## config.mk

```make
export PLATFORM = sky130hd
export DESIGN_NAME = serial_add_sub_flat
export DESIGN_NICKNAME = d
export VERILOG_FILES = /design/src/rtl/serial_add_sub_if.sv /design/src/rtl/serial_add_sub.sv /design/src/flat_wrapper.sv
export SDC_FILE = /design/constraint.sdc
export NUM_CORES = 1
export LEC_CHECK = 0
export BUFFER_PORTS_ARGS = -buffer_cell sky130_fd_sc_hd__clkbuf_2
export CAP_MARGIN = 30
export CELL_PAD_IN_SITES_DETAIL_PLACEMENT = 1
export CELL_PAD_IN_SITES_GLOBAL_PLACEMENT = 1
export CORE_MARGIN = 5
export CORE_UTILIZATION = 39
export CTS_CLUSTER_DIAMETER = 200
export DETAILED_ROUTE_END_ITERATION = 6
export PLACE_DENSITY_LB_ADDON = 0.08
export SETUP_SLACK_MARGIN = 0.5
export SYNTH_ARGS = -nofsm -noshare
export SYNTH_HDL_FRONTEND = slang
export SYNTH_SLANG_ARGS = --single-unit
```

## constraint.sdc

```tcl
create_clock -name clk -period 1.74 [get_ports clk]
set_input_delay 0.174 -clock clk [delete_from_list [all_inputs] [get_ports clk]]
set_output_delay 0.174 -clock clk [all_outputs]
set_load 0.005 [all_outputs]
```

## src/rtl/serial_add_sub_if.sv

```systemverilog
// serial_add_sub_if
// Purpose : groups the request/result signals of the bit-serial adder/subtractor
//           so the block and its user share one bundle.
// Signals : start           - begin an operation (honoured only while idle)
//           mode            - 0 = add, 1 = subtract
//           a_input/b_input - two's complement operands, WIDTH bits
//           c_in            - carry-in (add) or borrow-in (subtract)
//           sum             - WIDTH-bit result
//           carry_out       - raw carry out of the MSB stage
//           overflow        - signed overflow flag
//           busy            - high while bits are being processed
//           done            - one-cycle pulse when results become valid
// Modports: master drives the request side, slave is the adder itself.
interface serial_add_sub_if #(
    parameter int WIDTH = 8
);
    logic             start;
    logic             mode;
    logic [WIDTH-1:0] a_input;
    logic [WIDTH-1:0] b_input;
    logic             c_in;
    logic [WIDTH-1:0] sum;
    logic             carry_out;
    logic             overflow;
    logic             busy;
    logic             done;

    modport master (
        output start, mode, a_input, b_input, c_in,
        input  sum, carry_out, overflow, busy, done
    );

    modport slave (
        input  start, mode, a_input, b_input, c_in,
        output sum, carry_out, overflow, busy, done
    );
endinterface

```

## src/rtl/serial_add_sub.sv

```systemverilog
// serial_add_sub
// Purpose : bit-serial two's complement adder/subtractor. One operand bit is
//           processed per clock, LSB first, through a single full-adder cell
//           with a registered carry. WIDTH processing cycles follow the
//           accepting edge, then a one-cycle done pulse.
// Ports   : clk   - clock, all state changes on the rising edge
//           rst_n - synchronous active-low reset
//           bus   - serial_add_sub_if slave modport (request and results)
module serial_add_sub #(
    parameter int WIDTH = 8
) (
    input  logic            clk,
    input  logic            rst_n,
    serial_add_sub_if.slave bus
);

    localparam int             CW       = (WIDTH > 1) ? $clog2(WIDTH) : 1;
    localparam logic [CW-1:0]  LAST_BIT = CW'(WIDTH - 1);

    typedef enum logic [1:0] {
        IDLE,
        RUN,
        DONE
    } state_t;

    state_t           state;
    state_t           state_next;
    logic [WIDTH-1:0] a_reg;
    logic [WIDTH-1:0] b_reg;
    logic [WIDTH-1:0] sum_reg;
    logic             mode_reg;
    logic             carry_reg;
    logic             carry_out_reg;
    logic             overflow_reg;
    logic [CW-1:0]    bit_count;
    logic             b_bit;
    logic             sum_bit;
    logic             carry_bit;

    // Single full-adder cell. Subtraction feeds the inverted B bit; the
    // matching +1 comes from the initial carry loaded at accept time.
    always_comb begin
        b_bit     = b_reg[0] ^ mode_reg;
        sum_bit   = a_reg[0] ^ b_bit ^ carry_reg;
        carry_bit = (a_reg[0] & b_bit) | (carry_reg & (a_reg[0] ^ b_bit));
    end

    // State register.
    always_ff @(posedge clk) begin
        if (!rst_n) begin
            state <= IDLE;
        end else begin
            state <= state_next;
        end
    end

    // Next-state logic: start only matters in IDLE, so requests during RUN
    // or DONE are dropped rather than queued.
    always_comb begin
        state_next = state;
        case (state)
            IDLE:    if (bus.start) state_next = RUN;
            RUN:     if (bit_count == LAST_BIT) state_next = DONE;
            DONE:    state_next = IDLE;
            default: state_next = IDLE;
        endcase
    end

    // Datapath. Operands are latched on the accepting edge and shifted right
    // each RUN cycle, so bit 0 always holds the bit being processed. The sum
    // shifts in from the top and ends up aligned after WIDTH cycles. The
    // flags are captured on the MSB step, where carry_reg is the carry into
    // the MSB and carry_bit the carry out of it.
    always_ff @(posedge clk) begin
        if (!rst_n) begin
            a_reg         <= '0;
            b_reg         <= '0;
            sum_reg       <= '0;
            mode_reg      <= 1'b0;
            carry_reg     <= 1'b0;
            carry_out_reg <= 1'b0;
            overflow_reg  <= 1'b0;
            bit_count     <= '0;
        end else begin
            case (state)
                IDLE: begin
                    if (bus.start) begin
                        a_reg     <= bus.a_input;
                        b_reg     <= bus.b_input;
                        mode_reg  <= bus.mode;
                        carry_reg <= bus.c_in ^ bus.mode;
                        bit_count <= '0;
                    end
                end
                RUN: begin
                    a_reg     <= a_reg >> 1;
                    b_reg     <= b_reg >> 1;
                    sum_reg   <= {sum_bit, sum_reg[WIDTH-1:1]};
                    carry_reg <= carry_bit;
                    bit_count <= bit_count + 1'b1;
                    if (bit_count == LAST_BIT) begin
                        carry_out_reg <= carry_bit;
                        overflow_reg  <= carry_bit ^ carry_reg;
                    end
                end
                default: begin
                end
            endcase
        end
    end

    assign bus.sum       = sum_reg;
    assign bus.carry_out = carry_out_reg;
    assign bus.overflow  = overflow_reg;
    assign bus.busy      = (state == RUN);
    assign bus.done      = (state == DONE);

endmodule

```

## src/flat_wrapper.sv

```systemverilog
// flat-port wrapper written by rule: the top's interface ports become plain ports
module serial_add_sub_flat 
#(
    parameter int WIDTH = 8
)
  (clk, rst_n, bus_start, bus_mode, bus_a_input, bus_b_input, bus_c_in, bus_sum, bus_carry_out, bus_overflow, bus_busy, bus_done);
  serial_add_sub_if #(.WIDTH(WIDTH)) bus_i ();
  input  logic clk;
  input  logic rst_n;
  input wire logic [$bits(bus_i.start)-1:0] bus_start;
  input wire logic [$bits(bus_i.mode)-1:0] bus_mode;
  input wire logic [$bits(bus_i.a_input)-1:0] bus_a_input;
  input wire logic [$bits(bus_i.b_input)-1:0] bus_b_input;
  input wire logic [$bits(bus_i.c_in)-1:0] bus_c_in;
  output wire logic [$bits(bus_i.sum)-1:0] bus_sum;
  output wire logic [$bits(bus_i.carry_out)-1:0] bus_carry_out;
  output wire logic [$bits(bus_i.overflow)-1:0] bus_overflow;
  output wire logic [$bits(bus_i.busy)-1:0] bus_busy;
  output wire logic [$bits(bus_i.done)-1:0] bus_done;
  assign bus_i.start = bus_start;
  assign bus_i.mode = bus_mode;
  assign bus_i.a_input = bus_a_input;
  assign bus_i.b_input = bus_b_input;
  assign bus_i.c_in = bus_c_in;
  assign bus_sum = bus_i.sum;
  assign bus_carry_out = bus_i.carry_out;
  assign bus_overflow = bus_i.overflow;
  assign bus_busy = bus_i.busy;
  assign bus_done = bus_i.done;
  serial_add_sub #(.WIDTH(WIDTH)) u_core (.clk(clk), .rst_n(rst_n), .bus(bus_i));
endmodule
```

==> results.sh <==
export IMPL_status="finished, final reports clean"
export IMPL_pre_cts_ws_ns=0.405
export IMPL_vias=1518
export IMPL_ant_nets=0
export IMPL_power_switching_mw=0.451
export IMPL_clkPwrFrac=0.409
export IMPL_ir_drop_mv=0.809
export IMPL_netlist_area_um2=1520
export IMPL_yosysWarnings=0
export IMPL_grt_max_degree=34
export IMPL_ff2ff_path_depth=5
export IMPL_tns_ns=0
export IMPL_critical_path_max_fanout=17
export IMPL_crit_chain="nand2b_2, clkinv_4, clkbuf_2"
export IMPL_finalCritPeriodShare=0.783
export IMPL_core_area_um2=3720
export IMPL_design_area_um2=2120
export IMPL_clock_skew_ns=0.00582
export IMPL_chipHeight_um=72.5
export IMPL_antenna_found_initial=0
export IMPL_synth_area_per_cell_um2=8.96
export IMPL_die_area_um2=5260
export IMPL_whs_ns=0.202
export IMPL_utilization=0.571
export IMPL_power_density_nw_per_um2=862
export IMPL_whs_path_depth=3
export IMPL_numCtsBuffers=5
export IMPL_path_class="reg2out"
export IMPL_drt_initial_drc_count=80
export IMPL_grt_pass1_vias=1433
export IMPL_synthCells=170
export IMPL_crit_required_ns=1.57
export IMPL_worst_pin_slew_ns=0.566
export IMPL_place_hpwl_um=2590
export IMPL_final_nets=240
export IMPL_finalSetupViolations=0
export IMPL_ioPinCount=33
export IMPL_cts_tree="yes"
export IMPL_clk_latency_ns=0.28
export IMPL_yosys_cell_types_count=35
export IMPL_dpl_cell_area_um2=1700
export IMPL_clock_fmax_mhz=734
export IMPL_crit_path_end_kind="output port"
export IMPL_via_per_inst=5.73
export IMPL_p_int_mw=1.38
export IMPL_swShare=0.247
export IMPL_leakage_nw=0.855
export IMPL_slew_headroom=0.623
export IMPL_synth_flop_cell="dfxtp_1"
export IMPL_place_gp_congestion=0.730
export IMPL_wl_per_cell_um=18.1
export IMPL_rows=22
export IMPL_clockRootBuffer="clkbuf_8"
export IMPL_cap_violations=0
export IMPL_overflow=0
export IMPL_start_util=0.410
export IMPL_h_tree_depth=2
export IMPL_total_power_mw=1.83
export IMPL_ys_ff_latch=33
export IMPL_die_w_um=72.5
export IMPL_cp_slowest_cell="dfxtp_4"
export IMPL_hold_viol=0
export IMPL_ys_seq_area_frac=0.433
export IMPL_rsz0062_at_grt="yes"
export IMPL_diodes=0
export IMPL_max_stage_delay_ns=0.40
export IMPL_hold_class="in2reg"
export IMPL_io_buffers=32
export IMPL_dpl_cell_count=240
export IMPL_clkSinkCount=33
export IMPL_fin_ws_ns=0.377
export IMPL_finalCriticalPeriod_ns=1.36
export IMPL_wl_um=4800
export IMPL_grt_usage=0.168
export IMPL_path_clk_slew_ns=0.07
export IMPL_cts_max_path_buffers=2
export IMPL_seq_power_share=0.461
export IMPL_synth_edff_count=0
export IMPL_async_reset_ff_frac=0
export IMPL_synth_nets=194
export IMPL_grt_pass1_wl_um=6960
export IMPL_finalNonFillerCells=265
export IMPL_dr_pass1_iters=4
export IMPL_final_layout_size_suffix_gt1_frac=0.373
export IMPL_drc=0
export IMPL_report_final_slew_viol_count=0
export IMPL_critPathLaunchType="flip-flop"
export IMPL_syn_to_final_growth_pct=39.2
export IMPL_arrival_ns=1.19
export IMPL_power_frac_comb=0.130
export IMPL_nFillCells=436
## cell type report
| class | count | area (um^2) | share of cell area |
|---|---|---|---|
| repair buffers | 53 | 418 | 0.197 |
| inverters | 9 | 55.1 | 0.0260 |
| clock inverters | 1 | 30.0 | 0.0142 |
| well taps | 48 | 60.1 | 0.0283 |
| clock buffers | 7 | 86.3 | 0.0407 |
| flip-flops and latches | 33 | 673 | 0.317 |
| multi-input cells | 114 | 798 | 0.376 |
## cell families (layout without fill, tap and decap cells)
| logic type | Yosys count | after routing | synth area share |
|---|---|---|---|
| AOI/OAI and AO/OA | 64 | 64 | 0.273 |
| and+or+nand+nor | 42 | 42 | 0.159 |
| DFF | 33 | 33 | 0.433 |
| buffers and inverters | 23 | 70 | 0.0739 |
| adders and majority gates | 3 | 3 | 0.0296 |
| xor gates and xnor gates | 3 | 3 | 0.0172 |
| muxes | 2 | 2 | 0.0131 |
## path summary, 6_finish.rpt
kind	from	endpoint	slack, ns
worst max-delay path	u_core.state[1]	bus_busy	0.38
worst min-delay path	bus_mode	u_core.mode_reg	0.20
worst max register to register	u_core.mode_reg	u_core.carry_reg	0.42
worst min register to register	u_core.bus.sum[0]	u_core.bus.sum[0]	0.47
## Yosys cell counts (6+ instances only)
master	instances	share of area
o21ai_0	13	0.043
inv_1	6	0.015
a21oi_1	23	0.076
nor2_1	9	0.022
dfxtp_1	33	0.43
nand2_1	14	0.034
or3b_1	13	0.075
o221ai_1	13	0.075
buf_2	8	0.026
## routing by layer
layer,vias to the layer above,GRT usage,share of wire
li1,725,-,-
met1,757,0.201,0.41
met2,32,0.296,0.54
met3,4,0.0388,0.036
met4,0,0.0553,0.011
met5,-,0,0
## power groups by stage
stage / logic (mW) / registers (mW) / clock network (mW)
floorplan: 0.150 / 0.839 / 0
global placement: 0.191 / 0.849 / 0
detailed placement: 0.203 / 0.851 / 0
CTS: 0.211 / 0.835 / 0.753
global route: 0.265 / 0.847 / 0.794
finish: 0.238 / 0.843 / 0.747
## what timing repair did
item                       4_1_cts  5_1_grt
hold endpoints to repair         0        0
cloned                           2        1
setup endpoints to repair       10       20
gates resized for setup         14       30
hold buffers                     0        0
pin swaps                        5       27
buffers inserted                 1       13
## worst max-delay path: cells and delay by family (launching register included)
family                 cells  cell delay [ns]
buffers and inverters      2             0.29
AND/OR/NAND/NOR            1             0.21
flip-flops                 1             0.40
## layout by cell type, fill, tap and decap left out, types with 3 or more instances in the layout
master and n:
a21oi_1 22, clkbuf_2 32, inv_1 4, nor2_1 8, buf_4 13, dfxtp_1 27, o21ai_0 3, dfxtp_2 4
o21ai_1 12, clkbuf_8 6, buf_12 3, nand2_1 14, o221ai_1 12, or3b_1 13
No activity file was read; power rests on OpenSTA's default activity.
